### config.mk
export PLATFORM = sky130hd
export DESIGN_NAME = uart_tx_fifo
export DESIGN_NICKNAME = d
export VERILOG_FILES = /design/src/rtl/uart_tx_fifo.sv
export SDC_FILE = /design/constraint.sdc
export NUM_CORES = 1
export LEC_CHECK = 0
export BUFFER_PORTS_ARGS = -buffer_cell sky130_fd_sc_hd__buf_2
export CORE_UTILIZATION = 40
export CTS_CLUSTER_SIZE = 30
export DETAILED_ROUTE_END_ITERATION = 10
export PLACE_DENSITY_LB_ADDON = 0.1
export SETUP_SLACK_MARGIN = 0.5
export SKIP_LAST_GASP = 1
export SYNTH_ARGS = -nofsm -noshare
export SYNTH_HDL_FRONTEND = slang
export SYNTH_SLANG_ARGS = --single-unit
### constraint.sdc
create_clock -name clk -period 4.7 [get_ports clk]
set_input_delay 0.235 -clock clk [delete_from_list [all_inputs] [get_ports clk]]
set_output_delay 0.235 -clock clk [all_outputs]
set_load 0.05 [all_outputs]
### src/rtl/uart_tx_fifo.sv
`default_nettype none
// ============================================================================
// Module      : uart_tx_fifo
// Description : Byte FIFO feeding the UART transmitter. It uses a registered,
//               held pop output and registered empty/full/count outputs.
//               Optional sticky overflow/underflow flags are enabled by
//               defining UART_TX_FIFO_ERR_EN.
// Revision    : 1.0 - initial release
// ============================================================================
module uart_tx_fifo #(
    parameter int B = 8,
    parameter int W = 4
) (
    input  logic         clk,
    input  logic         reset,
    input  logic         wr,
    input  logic [B-1:0] w_data,
    input  logic         rd,
    output logic [B-1:0] r_data,
    output logic         empty,
    output logic         full,
    output logic [W:0]   count,
    input  logic         err_clr,
    output logic         overflow,
    output logic         underflow
);

    localparam logic [W:0]   c_DEPTH   = {1'b1, {W{1'b0}}};
    localparam logic [W:0]   c_CNT_ONE = {{W{1'b0}}, 1'b1};
    localparam logic [W-1:0] c_PTR_ONE = {{(W-1){1'b0}}, 1'b1};

    logic [B-1:0] r_mem [2**W];
    logic [W-1:0] r_wr_ptr;
    logic [W-1:0] r_rd_ptr;
    logic [W:0]   r_count;
    logic         r_empty;
    logic         r_full;
    logic [B-1:0] r_rdata;

    logic         w_push;
    logic         w_pop;
    logic [W:0]   w_count_next;

    // A push into a full FIFO is still legal when a pop frees the slot in
    // the same cycle.
    assign w_push = wr & (~r_full | rd);
    assign w_pop  = rd & ~r_empty;

    always_comb begin
        w_count_next = r_count;
        if (w_push && !w_pop)
            w_count_next = r_count + c_CNT_ONE;
        else if (w_pop && !w_push)
            w_count_next = r_count - c_CNT_ONE;
    end

    // Storage is deliberately left uninitialised by reset.
    always_ff @(posedge clk) begin
        if (!reset && w_push)
            r_mem[r_wr_ptr] <= w_data;
    end

    always_ff @(posedge clk) begin
        if (reset) begin
            r_wr_ptr <= '0;
            r_rd_ptr <= '0;
            r_count  <= '0;
            r_empty  <= 1'b1;
            r_full   <= 1'b0;
            r_rdata  <= '0;
        end else begin
            if (w_push)
                r_wr_ptr <= r_wr_ptr + c_PTR_ONE;
            if (w_pop) begin
                r_rdata  <= r_mem[r_rd_ptr];
                r_rd_ptr <= r_rd_ptr + c_PTR_ONE;
            end
            r_count <= w_count_next;
            r_empty <= (w_count_next == '0);
            r_full  <= (w_count_next == c_DEPTH);
        end
    end

    assign r_data = r_rdata;
    assign empty  = r_empty;
    assign full   = r_full;
    assign count  = r_count;

`ifdef UART_TX_FIFO_ERR_EN
    logic r_overflow;
    logic r_underflow;
    logic w_ovf_evt;
    logic w_udf_evt;

    assign w_ovf_evt = wr & r_full & ~rd;
    assign w_udf_evt = rd & r_empty;

    // A new event takes priority over a coincident clear.
    always_ff @(posedge clk) begin
        if (reset) begin
            r_overflow  <= 1'b0;
            r_underflow <= 1'b0;
        end else begin
            if (w_ovf_evt)
                r_overflow <= 1'b1;
            else if (err_clr)
                r_overflow <= 1'b0;
            if (w_udf_evt)
                r_underflow <= 1'b1;
            else if (err_clr)
                r_underflow <= 1'b0;
        end
    end

    assign overflow  = r_overflow;
    assign underflow = r_underflow;
`else
    logic w_unused_err_clr;
    assign w_unused_err_clr = err_clr;
    assign overflow         = 1'b0;
    assign underflow        = 1'b0;
`endif

endmodule
`default_nettype wire

==> results.sh <==
export IMPL_setup_tns_final_ns=0
export IMPL_yosys_warnings=0
export IMPL_cts_buffer_depth=2
export IMPL_viasPerCell=5.37
export IMPL_pwr_density_cell_mw_per_mm2=503
export IMPL_slew_headroom=0.472
export IMPL_synth_seq_cells=151
export IMPL_synth_top_area_cell="edfxtp_1"
export IMPL_final_core_util=0.461
export IMPL_place_gp_congestion=0.724
export IMPL_post_route_drc_count=0
export IMPL_synth_edf_count=128
export IMPL_grt_max_degree=36
export IMPL_yosysUniqueCellTypes=50
export IMPL_synth_avg_cell_area_um2=17.5
export IMPL_final_common_cell="edfxtp_1"
export IMPL_path_cells="buf_4 > mux4_1 > a22oi_1 > a21oi_1 > a21oi_1 > nor2_1"
export IMPL_cts_tree="done"
export IMPL_power_frac_seq=0.448
export IMPL_rows=45
export IMPL_p_total_w=0.00351
export IMPL_route_vias_total=3112
export IMPL_slew_violations=0
export IMPL_grt_use_total=0.172
export IMPL_critical_path_required_ns=4.99
export IMPL_clockRootBuffer="clkbuf_16"
export IMPL_worstMarginPinSlew_ns=0.790
export IMPL_die_w_um=126
export IMPL_antenna_found_initial=1
export IMPL_multi_input_area_mm2=0.00169
export IMPL_internal_power_w=0.00253
export IMPL_grt_pass1_wl_um=19200
export IMPL_ant_nets=0
export IMPL_switchingPower_w=0.000981
export IMPL_area_delta_synth_final_pct=12.9
export IMPL_finalWorstSetupSlack_ns=2.08
export IMPL_cpPeakStageDelay_ns=0.66
export IMPL_rsz0062_at_grt="false"
export IMPL_hpwl_um=7760
export IMPL_cp_start_kind="flop"
export IMPL_post_route_period_util=0.557
export IMPL_synthTopCellsByArea="edfxtp_1 (62%), mux4_2 (8.0%), dfxtp_1 (7.5%)"
export IMPL_ir_drop_uv=243
export IMPL_synth_top_area_share=0.622
export IMPL_synth_cells=352
export IMPL_cts_buffers=17
export IMPL_num_fill_cells=1314
export IMPL_place_ws_ns=2.03
export IMPL_arrival_ns=2.91
export IMPL_ios=30
export IMPL_clk_latency_ns=0.43
export IMPL_ctsHoldBuffers=0
export IMPL_nNetsFinal=398
export IMPL_clkTransAtPathRegs_ns=0.06
export IMPL_clkSinkCount=151
export IMPL_hold_class="primary input to flop"
export IMPL_cap_viol_max_count=0
export IMPL_synthFlopType="edfxtp_1"
export IMPL_clockPowerShare=0.380
export IMPL_seq_area_mm2=0.00431
export IMPL_combPwrFrac=0.173
export IMPL_cts_setup_buffers=0
export IMPL_seq_area_frac_synth=0.697
export IMPL_rrSetupSlack_ns=2.08
export IMPL_wl_per_cell_um=21.2
export IMPL_critPathMaxFanout=21
export IMPL_fin_worst_skew_ns=0.0105
export IMPL_n_antenna_cell=0
export IMPL_dieArea_mm2=0.0159
export IMPL_leakage_nw=2.33
export IMPL_status="complete, no violations"
export IMPL_post_cts_resized=0
export IMPL_wl_um=12300
export IMPL_io_buffer_count=26
export IMPL_endpoint_kind="flop"
export IMPL_mappedNetlistArea_mm2=0.00618
export IMPL_fp_coreArea_mm2=0.0151
export IMPL_gr_total_overflow=0
export IMPL_fmax_ghz=0.382
export IMPL_drive_above_1_share=0.217
export IMPL_die_h_um=126
export IMPL_finalSetupViolations=0
export IMPL_path_class="flop to flop"
export IMPL_cp_slowest_cell="dfxtp_2"
export IMPL_mostFrequentLayoutCells="edfxtp_1 (128), buf_2 (26), mux4_2 (22), dfxtp_1 (22), nor2_1 (20)"
export IMPL_grt_pass1_vias=3184
export IMPL_start_util=0.408
export IMPL_drt_iter0_drc=247
export IMPL_firstDrtPassIters=4
export IMPL_switching_share=0.279
export IMPL_htreeDepth=4
export IMPL_cpLargestDelayFamily="flip-flops"
export IMPL_crit_top_cell="a21oi_1"
export IMPL_cp_num_buf_inv=1
export IMPL_hold_viol=0
export IMPL_min_period_ns=2.62
export IMPL_ys_async_sr_fraction=0
==> cells in the mapped netlist (2+ instances only) <==
cell type	count
edfxtp_1	128
buf_2	7
mux2i_1	2
a31oi_1	2
and2_1	13
nor2_1	20
mux4_2	22
o21ai_0	3
nand2_1	6
and3_1	4
or2b_1	2
a22oi_1	16
xor2_1	3
nor2b_1	5
xnor2_1	5
dfxtp_1	23
mux4_1	10
nand4_1	4
nor3_1	6
buf_4	6
buf_6	4
inv_1	6
nor4b_1	2
ha_1	7
nand3_1	3
a21oi_1	19
==> worst reg2reg max path, delay by kind of cell (launching register included) <==
| kind | cells | cell delay (ns) |
|---|---|---|
| flip-flops | 1 | 0.66 |
| multiplexers | 1 | 0.65 |
| AO/OA/AOI/OAI | 3 | 0.64 |
| buffers and inverters | 1 | 0.49 |
| AND/OR/NAND/NOR | 1 | 0.05 |
==> registers in the layout, summed over array words and instances (netlist names) <==
| name | count |
|---|---|
| count | 5 |
| r_mem | 128 |
| empty | 1 |
| r_wr_ptr | 4 |
| r_data | 8 |
| r_rd_ptr | 4 |
| full | 1 |
==> power groups by stage <==
| stage | Combinational [W] | Sequential [W] | Clock, W |
|---|---|---|---|
| after floorplan | 0.000397 | 0.00169 | 0 |
| after global placement | 0.000610 | 0.00160 | 0 |
| after detailed placement | 0.000613 | 0.00160 | 0 |
| after CTS | 0.000616 | 0.00157 | 0.00136 |
| after global routing | 0.000661 | 0.00158 | 0.00141 |
| final | 0.000607 | 0.00157 | 0.00133 |
==> path summary, 6_finish.rpt <==
path	from	end	depth (start not counted)
min	w_data[3]	r_mem[12][3]$_DFFE_PP_	1
max	r_rd_ptr[0]$_SDFFE_PP0P_	r_data[4]$_SDFFE_PP0P_	6
max reg2reg	r_rd_ptr[0]$_SDFFE_PP0P_	r_data[4]$_SDFFE_PP0P_	6
min reg2reg	r_data[7]$_SDFFE_PP0P_	r_data[7]$_SDFFE_PP0P_	2
==> area by class of cell <==
class / count / share of cell area
Timing Repair Buffer: 28 / 0.0208
Clock inverter: 13 / 0.0210
Inverter: 6 / 0.00323
Sequential cell: 151 / 0.617
Tap cell: 188 / 0.0337
Multi-Input combinational cell: 174 / 0.242
Clock buffer: 19 / 0.0621
==> through the flow <==
stage	instance area (um2)	hold slack, ns	instances
2_1_floorplan	6180	0.334	353
3_3_place_gp	6400	0.463	547
3_5_place_dp	6400	0.470	547
4_1_cts	6980	0.184	579
5_1_grt	6980	0.192	579
6_report	6980	0.190	579
==> metal layers <==
| layer | global-route usage | wire [um] | vias to the layer above |
|---|---|---|---|
| li1 | - | - | 1459 |
| met5 | 0 | 10 | - |
| met4 | 0.0638 | 165 | 2 |
| met1 | 0.238 | 5560 | 1576 |
| met2 | 0.260 | 5940 | 61 |
| met3 | 0.0450 | 597 | 14 |
==> logic make-up (layout without fill, tap and decap cells) <==
logic type                 Yosys count  count (layout)  synth area share
AOI/OAI and AO/OA                   49              49            0.0531
xor gates and xnor gates             8               8            0.0113
adders and majority gates            7               7            0.0142
buffers and inverters               28              66            0.0306
DFF                                151             151             0.697
muxes                               35              35             0.128
other                                1               2          0.000607
and+or+nand+nor                     73              73            0.0656
(Power assumes the default switching activity.)
